--- src/rtl/alu_muldiv.sv ---
// ALU with single-cycle logic/shift ops and iterative radix-2 multiply/divide.
// Valid/ready on both sides; the result is held until the consumer takes it.
module alu_muldiv #(
    parameter int unsigned WIDTH     = 32,
    parameter int unsigned SHAMT_LSB = 6
) (
    input  logic             clk,
    input  logic             reset,
    input  logic             in_valid,
    output logic             in_ready,
    input  logic [4:0]       ALUConf,
    input  logic             Sign,
    input  logic [WIDTH-1:0] In1,
    input  logic [WIDTH-1:0] In2,
    output logic             out_valid,
    input  logic             out_ready,
    output logic [WIDTH-1:0] Result,
    output logic [WIDTH-1:0] ResultHi
);
    localparam int unsigned SW = $clog2(WIDTH);

    localparam logic [2:0] IDLE = 3'd0;
    localparam logic [2:0] MUL  = 3'd1;
    localparam logic [2:0] DIV  = 3'd2;
    localparam logic [2:0] FIX  = 3'd3;
    localparam logic [2:0] HOLD = 3'd4;

    logic [2:0]       state_q, state_d;
    logic             out_valid_q, out_valid_d;
    logic [WIDTH-1:0] result_q, result_d;
    logic [WIDTH-1:0] result_hi_q, result_hi_d;
    logic [WIDTH:0]   acc_q, acc_d;
    logic [WIDTH-1:0] sh_q, sh_d;
    logic [WIDTH-1:0] opd_q, opd_d;
    logic [SW-1:0]    cnt_q, cnt_d;
    logic             mul_q, mul_d;
    logic             neg_lo_q, neg_lo_d;
    logic             neg_hi_q, neg_hi_d;
    logic             dz_q, dz_d;

    logic               accept, is_mul, is_div, slt;
    logic [SW-1:0]      shamt;
    logic [WIDTH-1:0]   alu_res, mag1, mag2;
    logic [WIDTH:0]     add_sum, div_shift, sub_diff;
    logic [2*WIDTH-1:0] prod;

    assign in_ready  = (state_q == IDLE) || (state_q == HOLD && out_ready);
    assign accept    = in_valid && in_ready;
    assign is_mul    = (ALUConf == 5'b11010);
    assign is_div    = (ALUConf == 5'b11011);
    assign out_valid = out_valid_q;
    assign Result    = result_q;
    assign ResultHi  = result_hi_q;

    always_comb begin
        shamt = In1[SHAMT_LSB +: SW];
        slt   = Sign ? ($signed(In1) < $signed(In2)) : (In1 < In2);
        case (ALUConf)
            5'b00000: alu_res = In1 + In2;
            5'b00001: alu_res = In1 | In2;
            5'b00010: alu_res = In1 & In2;
            5'b00110: alu_res = In1 - In2;
            5'b00111: alu_res = {{(WIDTH-1){1'b0}}, slt};
            5'b01100: alu_res = ~(In1 | In2);
            5'b01101: alu_res = In1 ^ In2;
            5'b10000: alu_res = In2 >> shamt;
            5'b11000: alu_res = $signed(In2) >>> shamt;
            5'b11001: alu_res = In2 << shamt;
            default:  alu_res = '0;
        endcase
    end

    // The iterative engine works on magnitudes; signs are reapplied in FIX.
    always_comb begin
        mag1 = In1;
        mag2 = In2;
        if (Sign && In1[WIDTH-1]) mag1 = '0 - In1;
        if (Sign && In2[WIDTH-1]) mag2 = '0 - In2;
        add_sum   = sh_q[0] ? acc_q + {1'b0, opd_q} : acc_q;
        div_shift = {acc_q[WIDTH-1:0], sh_q[WIDTH-1]};
        sub_diff  = div_shift - {1'b0, opd_q};
        prod      = {acc_q[WIDTH-1:0], sh_q};
        if (neg_lo_q) prod = '0 - prod;
    end

    always_comb begin
        state_d     = state_q;
        out_valid_d = out_valid_q;
        result_d    = result_q;
        result_hi_d = result_hi_q;
        acc_d       = acc_q;
        sh_d        = sh_q;
        opd_d       = opd_q;
        cnt_d       = cnt_q;
        mul_d       = mul_q;
        neg_lo_d    = neg_lo_q;
        neg_hi_d    = neg_hi_q;
        dz_d        = dz_q;
        case (state_q)
            MUL: begin
                acc_d = add_sum >> 1;
                sh_d  = {add_sum[0], sh_q[WIDTH-1:1]};
                cnt_d = cnt_q + 1'b1;
                if (cnt_q == SW'(WIDTH - 1)) state_d = FIX;
            end
            DIV: begin
                if (sub_diff[WIDTH]) begin
                    acc_d = div_shift;
                    sh_d  = {sh_q[WIDTH-2:0], 1'b0};
                end else begin
                    acc_d = sub_diff;
                    sh_d  = {sh_q[WIDTH-2:0], 1'b1};
                end
                cnt_d = cnt_q + 1'b1;
                if (cnt_q == SW'(WIDTH - 1)) state_d = FIX;
            end
            FIX: begin
                if (mul_q) begin
                    result_d    = prod[WIDTH-1:0];
                    result_hi_d = prod[2*WIDTH-1:WIDTH];
                end else begin
                    result_d    = dz_q ? '1 : (neg_lo_q ? '0 - sh_q : sh_q);
                    result_hi_d = neg_hi_q ? '0 - acc_q[WIDTH-1:0] : acc_q[WIDTH-1:0];
                end
                out_valid_d = 1'b1;
                state_d     = HOLD;
            end
            default: begin
                if (out_valid_q && out_ready) begin
                    out_valid_d = 1'b0;
                    state_d     = IDLE;
                end
                if (accept) begin
                    if (is_mul || is_div) begin
                        out_valid_d = 1'b0;
                        acc_d       = '0;
                        sh_d        = is_mul ? mag2 : mag1;
                        opd_d       = is_mul ? mag1 : mag2;
                        cnt_d       = '0;
                        mul_d       = is_mul;
                        neg_lo_d    = Sign && (In1[WIDTH-1] ^ In2[WIDTH-1]);
                        neg_hi_d    = Sign && In1[WIDTH-1];
                        dz_d        = is_div && (In2 == '0);
                        state_d     = is_mul ? MUL : DIV;
                    end else begin
                        result_d    = alu_res;
                        result_hi_d = '0;
                        out_valid_d = 1'b1;
                        state_d     = HOLD;
                    end
                end
            end
        endcase
    end

    always_ff @(posedge clk) begin
        if (reset) begin
            state_q     <= IDLE;
            out_valid_q <= 1'b0;
            result_q    <= '0;
            result_hi_q <= '0;
            acc_q       <= '0;
            sh_q        <= '0;
            opd_q       <= '0;
            cnt_q       <= '0;
            mul_q       <= 1'b0;
            neg_lo_q    <= 1'b0;
            neg_hi_q    <= 1'b0;
            dz_q        <= 1'b0;
        end else begin
            state_q     <= state_d;
            out_valid_q <= out_valid_d;
            result_q    <= result_d;
            result_hi_q <= result_hi_d;
            acc_q       <= acc_d;
            sh_q        <= sh_d;
            opd_q       <= opd_d;
            cnt_q       <= cnt_d;
            mul_q       <= mul_d;
            neg_lo_q    <= neg_lo_d;
            neg_hi_q    <= neg_hi_d;
            dz_q        <= dz_d;
        end
    end
endmodule

--- config.mk ---
export PLATFORM = sky130hd
export DESIGN_NAME = alu_muldiv
export DESIGN_NICKNAME = d
export VERILOG_FILES = /design/src/rtl/alu_muldiv.sv
export SDC_FILE = /design/constraint.sdc
export NUM_CORES = 1
export LEC_CHECK = 0
export CORE_MARGIN = 1
export CORE_UTILIZATION = 53
export DETAILED_ROUTE_END_ITERATION = 10
export GPL_ROUTABILITY_DRIVEN = 1
export PLACE_DENSITY = 0.69
export REMOVE_ABC_BUFFERS = 1
export SYNTH_ARGS = -nofsm -noshare
export SYNTH_HDL_FRONTEND = slang
export SYNTH_SLANG_ARGS = --single-unit
--- constraint.sdc ---
create_clock -name clk -period 14.1 [get_ports clk]
set_clock_uncertainty 0.05 [all_clocks]
set_input_delay 2.82 -clock clk [delete_from_list [all_inputs] [get_ports clk]]
set_output_delay 2.82 -clock clk [all_outputs]
set_load 0.05 [all_outputs]
======== Word-level counts from Yosys, hierarchy flattened ========
Index checks and enable logic that the tools add are counted.
word-level totals
  register bits after elaboration ......... 174
  bits of input ports ..................... 74
  logic and storage cells ................. 120
  output and inout port bits .............. 66
  latch bits .............................. 0
  memories kept ........................... 0
  bits in writable memories ............... 0
  ROM bits ................................ 0
cells by class
  equal/unequal tests ..................... 18
  muxes and demuxes ....................... 40
  bitwise gates (word level) .............. 8
  div/mod/pow operators ................... 0
  add/subtract/negate cells ............... 10
  order comparisons ....................... 2
  multipliers ............................. 0
  shift operators ......................... 3
  reductions and logical operators ........ 27
operators by type and width
  kind                   number
  $mux 32                15
  $pmux 32 s10           1
  $mux 33                4
  $pmux 32 s2            2
  $sub 1x32->32 const A  4
  $pmux 33 s3            1
  $pmux 32 s3            1
  $lt 32x32->1           2
  $mux 64                1
  $sub 1x64->64 const A  1
  $add 33x32->33         1
  $sub 33x32->33         1
  $add 32x32->32         1
  $and 32x32->32         1
  $logic_not 32->1       1
  $not 32->32            1
  $or 32x32->32          1
  $shl 32x5->32          1
  $shr 32x5->32          1
  $sshr 32x5->32         1
  $sub 32x32->32         1
  $xor 32x32->32         1
  $eq 5x5->1 const B     6
  $mux 3                 4
  28 further kinds       54

======== Depth between registers and ports, before layout ========
  depth after elaboration ................. 6
  gate-level depth with buffers ........... 20

======== Least setup slack after synthesis ========
Ideal clock, no wire load.
  path type ............................... input to output
  start point ............................. input port out_ready
  end point ............................... output port in_ready
  path slack .............................. 7.490 ns
  cell stages on the path ................. 2
  arrival time ............................ 3.740 ns
  cell sequence ........................... inv_1 a21boi_1
between the ends
  longest elaborated chain between the ends .. 2
ends and longest elaborated chain
  element            line  source
  start, declared    16    input logic out_ready,
  $logic_and 1x1->1  47    assign in_ready = (state_q == IDLE) || (state_q == HOLD && out_ready);
  $logic_or 1x1->1   47
  end, declared      10    output logic in_ready,
Every way passes these cells.

======== Worst setup path after layout ========
Same ends and word-level chain as after synthesis.

==> results.cfg <==
[detailed_routing]
drt_iter0_drc = 3108
drc = 0
wl_um = 97100
vias_per_cell = 6.98
dr.pass1.iters = 8
ant_nets = 0
wl_per_cell_um = 25.8
vias = 26306

[die]
io_pins = 140
dieWidth_um = 210
core_area_mm2 = 0.0423
initial_utilization_pct = 54.2
row_count = 75
die_y_um = 210
die_area_mm2 = 0.0441

[run_status]
status = complete, no violations

[timing]
tightest_slew_ns = 1.24
fin_crit_sh_pct = 53.4
drv_slew = 0
clock.fmax_mhz = 133
tns_ns = 0
setup_violations = 0
relSlewSlack_pct = 15.5
hold_violations = 0
period_minus_slack_ns = 7.52
rsz0062_at_grt = false

[critical_path]
crit_family = buffers and inverters
path_depth = 4
rr_worst_depth = 18
crit_top_cell = clkdlybuf4s50_1
critPathKind = primary input to primary output
arrival_ns = 4.65
worst-path-max-fanout = 5
worstPathRequired_ns = 11.23
cp_num_buf_inv = 3
path_cells = clkdlybuf4s50_1 -> inv_1 -> a21boi_1 -> clkdlybuf4s50_1
critPathLaunchType = primary input
critPathSlowestCell = clkdlybuf4s50_1
cpPeakStageDelay_ns = 0.91
critPathCaptureType = primary output

[place]
placed_area_mm2 = 0.0245
dp_hpwl_um = 73500
gp_congestion = 1.04
placed_cells = 3735
io_buffers = 139

[global_routing]
grt_overflow = 0
grt_usage_pct = 42.9
grt_pass1_vias = 24559
grt_pass1_wl_um = 147000
antenna_found_initial = 2
grt_max_degree = 71

[pwr]
cellPowerDensity_mw_per_mm2 = 69.0
ir_worst_vdd_v = 0.0000655
p_leak_uw = 0.00967

[clocking]
cts_made_buffers = 17
clk_pin_slew_worst_paths_ns = 0.07
cts_resized = 0
cts_root_buf = clkbuf_16
htreeDepth = 4
clock_sinks = 174
cts_hold_buf = 0
postCtsSetupBuffers = 0
tritoncts = done
clkLatencyLatePin_ns = 0.47
cts_buffer_depth = 2

[layout]
drive_gt1_share_pct = 6.83
final_area_mm2 = 0.0251
mostFrequentLayoutCells = nand2_1, nor2_1, a21oi_1, o21ai_0, dfxtp_1
synthToLayoutAreaGrowth_pct = 9.32
final_common_cell = nand2_1
nets = 3422
stdcell_count = 3768

[yosys]
synth_seq_cells = 174
yosysWarnings = 0
syn_inst = 3224
synth_area_leaders = dfxtp_1, ha_1, a21oi_1, o21ai_0, nand2_1
synth-main-ff-cell = dfxtp_1
synthesis.area_mm2 = 0.0229
async_flop_share_pct = 0
avgSynthCellArea_um2 = 7.12
synth-edff-count = 0
ys_types = 99
ys_seq_area_share_pct = 15.2
synth_area_leader_cell = dfxtp_1
synth_top_area_share_pct = 15.2

[worst_hold_path]
min_path_cells = 2
min_path_type = register to register

[flow_run]
maxCapViolCount = 0
==> worst register-to-register path, stage by stage, from the launching register on <==
cell and delay (ns):
dfxtp_1 0.35, inv_1 0.23, ha_1 0.27, inv_1 0.07, fa_1 0.43, a211oi_1 0.31, o21ai_0 0.24, and3_1 0.24
o21ai_0 0.39, a311oi_1 0.28, a311oi_1 0.43, o21ai_0 0.21, a21oi_1 0.20, o21bai_1 0.08, ha_1 0.27, buf_4 0.37
and2_0 0.99, a2111oi_0 0.20, a211oi_1 0.25
==> sequential cells by signal, indices dropped and copies added, names as in the netlist <==
signal	cells
state_q	3
neg_lo_q	1
dz_q	1
acc_q	33
opd_q	32
sh_q	32
out_valid	1
Result	32
mul_q	1
neg_hi_q	1
ResultHi	32
cnt_q	5
==> cell type report <==
class | count | area, um^2
Antenna cell | 1 | 2.50
Timing Repair Buffer | 190 | 1750
Multi-Input combinational cell | 2636 | 17900
Clock buffer | 18 | 439
Fill cell | 3982 | 17200
Clock inverter | 14 | 145
Tap cell | 577 | 722
Sequential cell | 174 | 3480
Inverter | 158 | 593
==> synthesized netlist by cell type (11+ instances only) <==
cell type and instances:
nand4_1 21, o211ai_1 55, nand3_1 50, o21bai_1 23
o21ai_0 266, o21a_1 21, a211oi_1 69, a31oi_1 50
nor2_1 310, and2_1 18, nor4_1 31, o41ai_1 11
mux4_2 38, or3_1 17, o22ai_1 23, o31ai_1 29
mux2i_1 67, and3_1 26, nand2b_1 33, buf_2 21
mux2_2 29, ha_1 167, buf_1 23, a21oi_1 279
dfxtp_1 174, nor3_1 100, nor2b_1 17, o221ai_1 13
xor2_1 58, nor3b_1 13, a221oi_1 45, clkbuf_1 208
a222oi_1 40, a21o_1 34, o2111ai_1 11, inv_1 155
xnor2_1 118, a2111oi_0 13, nand2_1 331, a221o_1 17
a22oi_1 23
==> worst paths after layout <==
| path | startpoint | to | slack, ns |
|---|---|---|---|
| setup / recovery | out_ready | in_ready | 6.58 |
| hold / removal | ResultHi[27]$_SDFFE_PP0P_ | ResultHi[27]$_SDFFE_PP0P_ | 0.39 |
| setup reg to reg | sh_q[31]$_SDFFE_PP0P_ | sh_q[0]$_SDFFE_PP0P_ | 8.15 |
| hold reg to reg | ResultHi[27]$_SDFFE_PP0P_ | ResultHi[27]$_SDFFE_PP0P_ | 0.39 |
==> metal layers <==
layer | routed length, um | vias up | global-route usage [%]
li1 | - | 11854 | -
met1 | 37600 | 12379 | 53.3
met2 | 43200 | 1730 | 68.4
met3 | 10300 | 341 | 9.39
met4 | 5950 | 2 | 24.4
met5 | 13 | - | 0
==> logic make-up (layout without fill, tap and decap cells) <==
| logic type | count (synthesis) | count (layout) | share of synthesized area [%] |
|---|---|---|---|
| AO/OA/AOI/OAI | 1130 | 1130 | 32.6 |
| XOR/XNOR | 176 | 176 | 6.72 |
| adder cells (fa/ha/maj) | 171 | 171 | 9.45 |
| buffers and inverters | 414 | 380 | 6.98 |
| flip-flops | 174 | 174 | 15.2 |
| multiplexers | 134 | 134 | 8.08 |
| other | 0 | 1 | 0 |
| AND/OR/NAND/NOR | 1025 | 1025 | 20.9 |
==> power breakdown <==
| group | switching (uW) | internal, uW |
|---|---|---|
| logic | 463 | 255 |
| clock network | 245 | 241 |
| registers | 21.0 | 505 |
| total | 729 | 1000 |
==> through the flow <==
stage / total power (uW) / hold slack (ns) / util [%] / setup WS [ns]
final: 1730 / 0.394 / 59.3 / 6.58
after global routing: 1790 / 0.429 / 59.3 / 6.50
after CTS: 1700 / 0.398 / 59.3 / 6.58
after detailed placement: 1230 / 0.388 / 57.9 / 6.59
after global placement: 1220 / 0.383 / 57.9 / 6.60
after floorplan: 973 / 0.393 / - / 7.32
No activity file was read; power rests on OpenSTA's default activity.
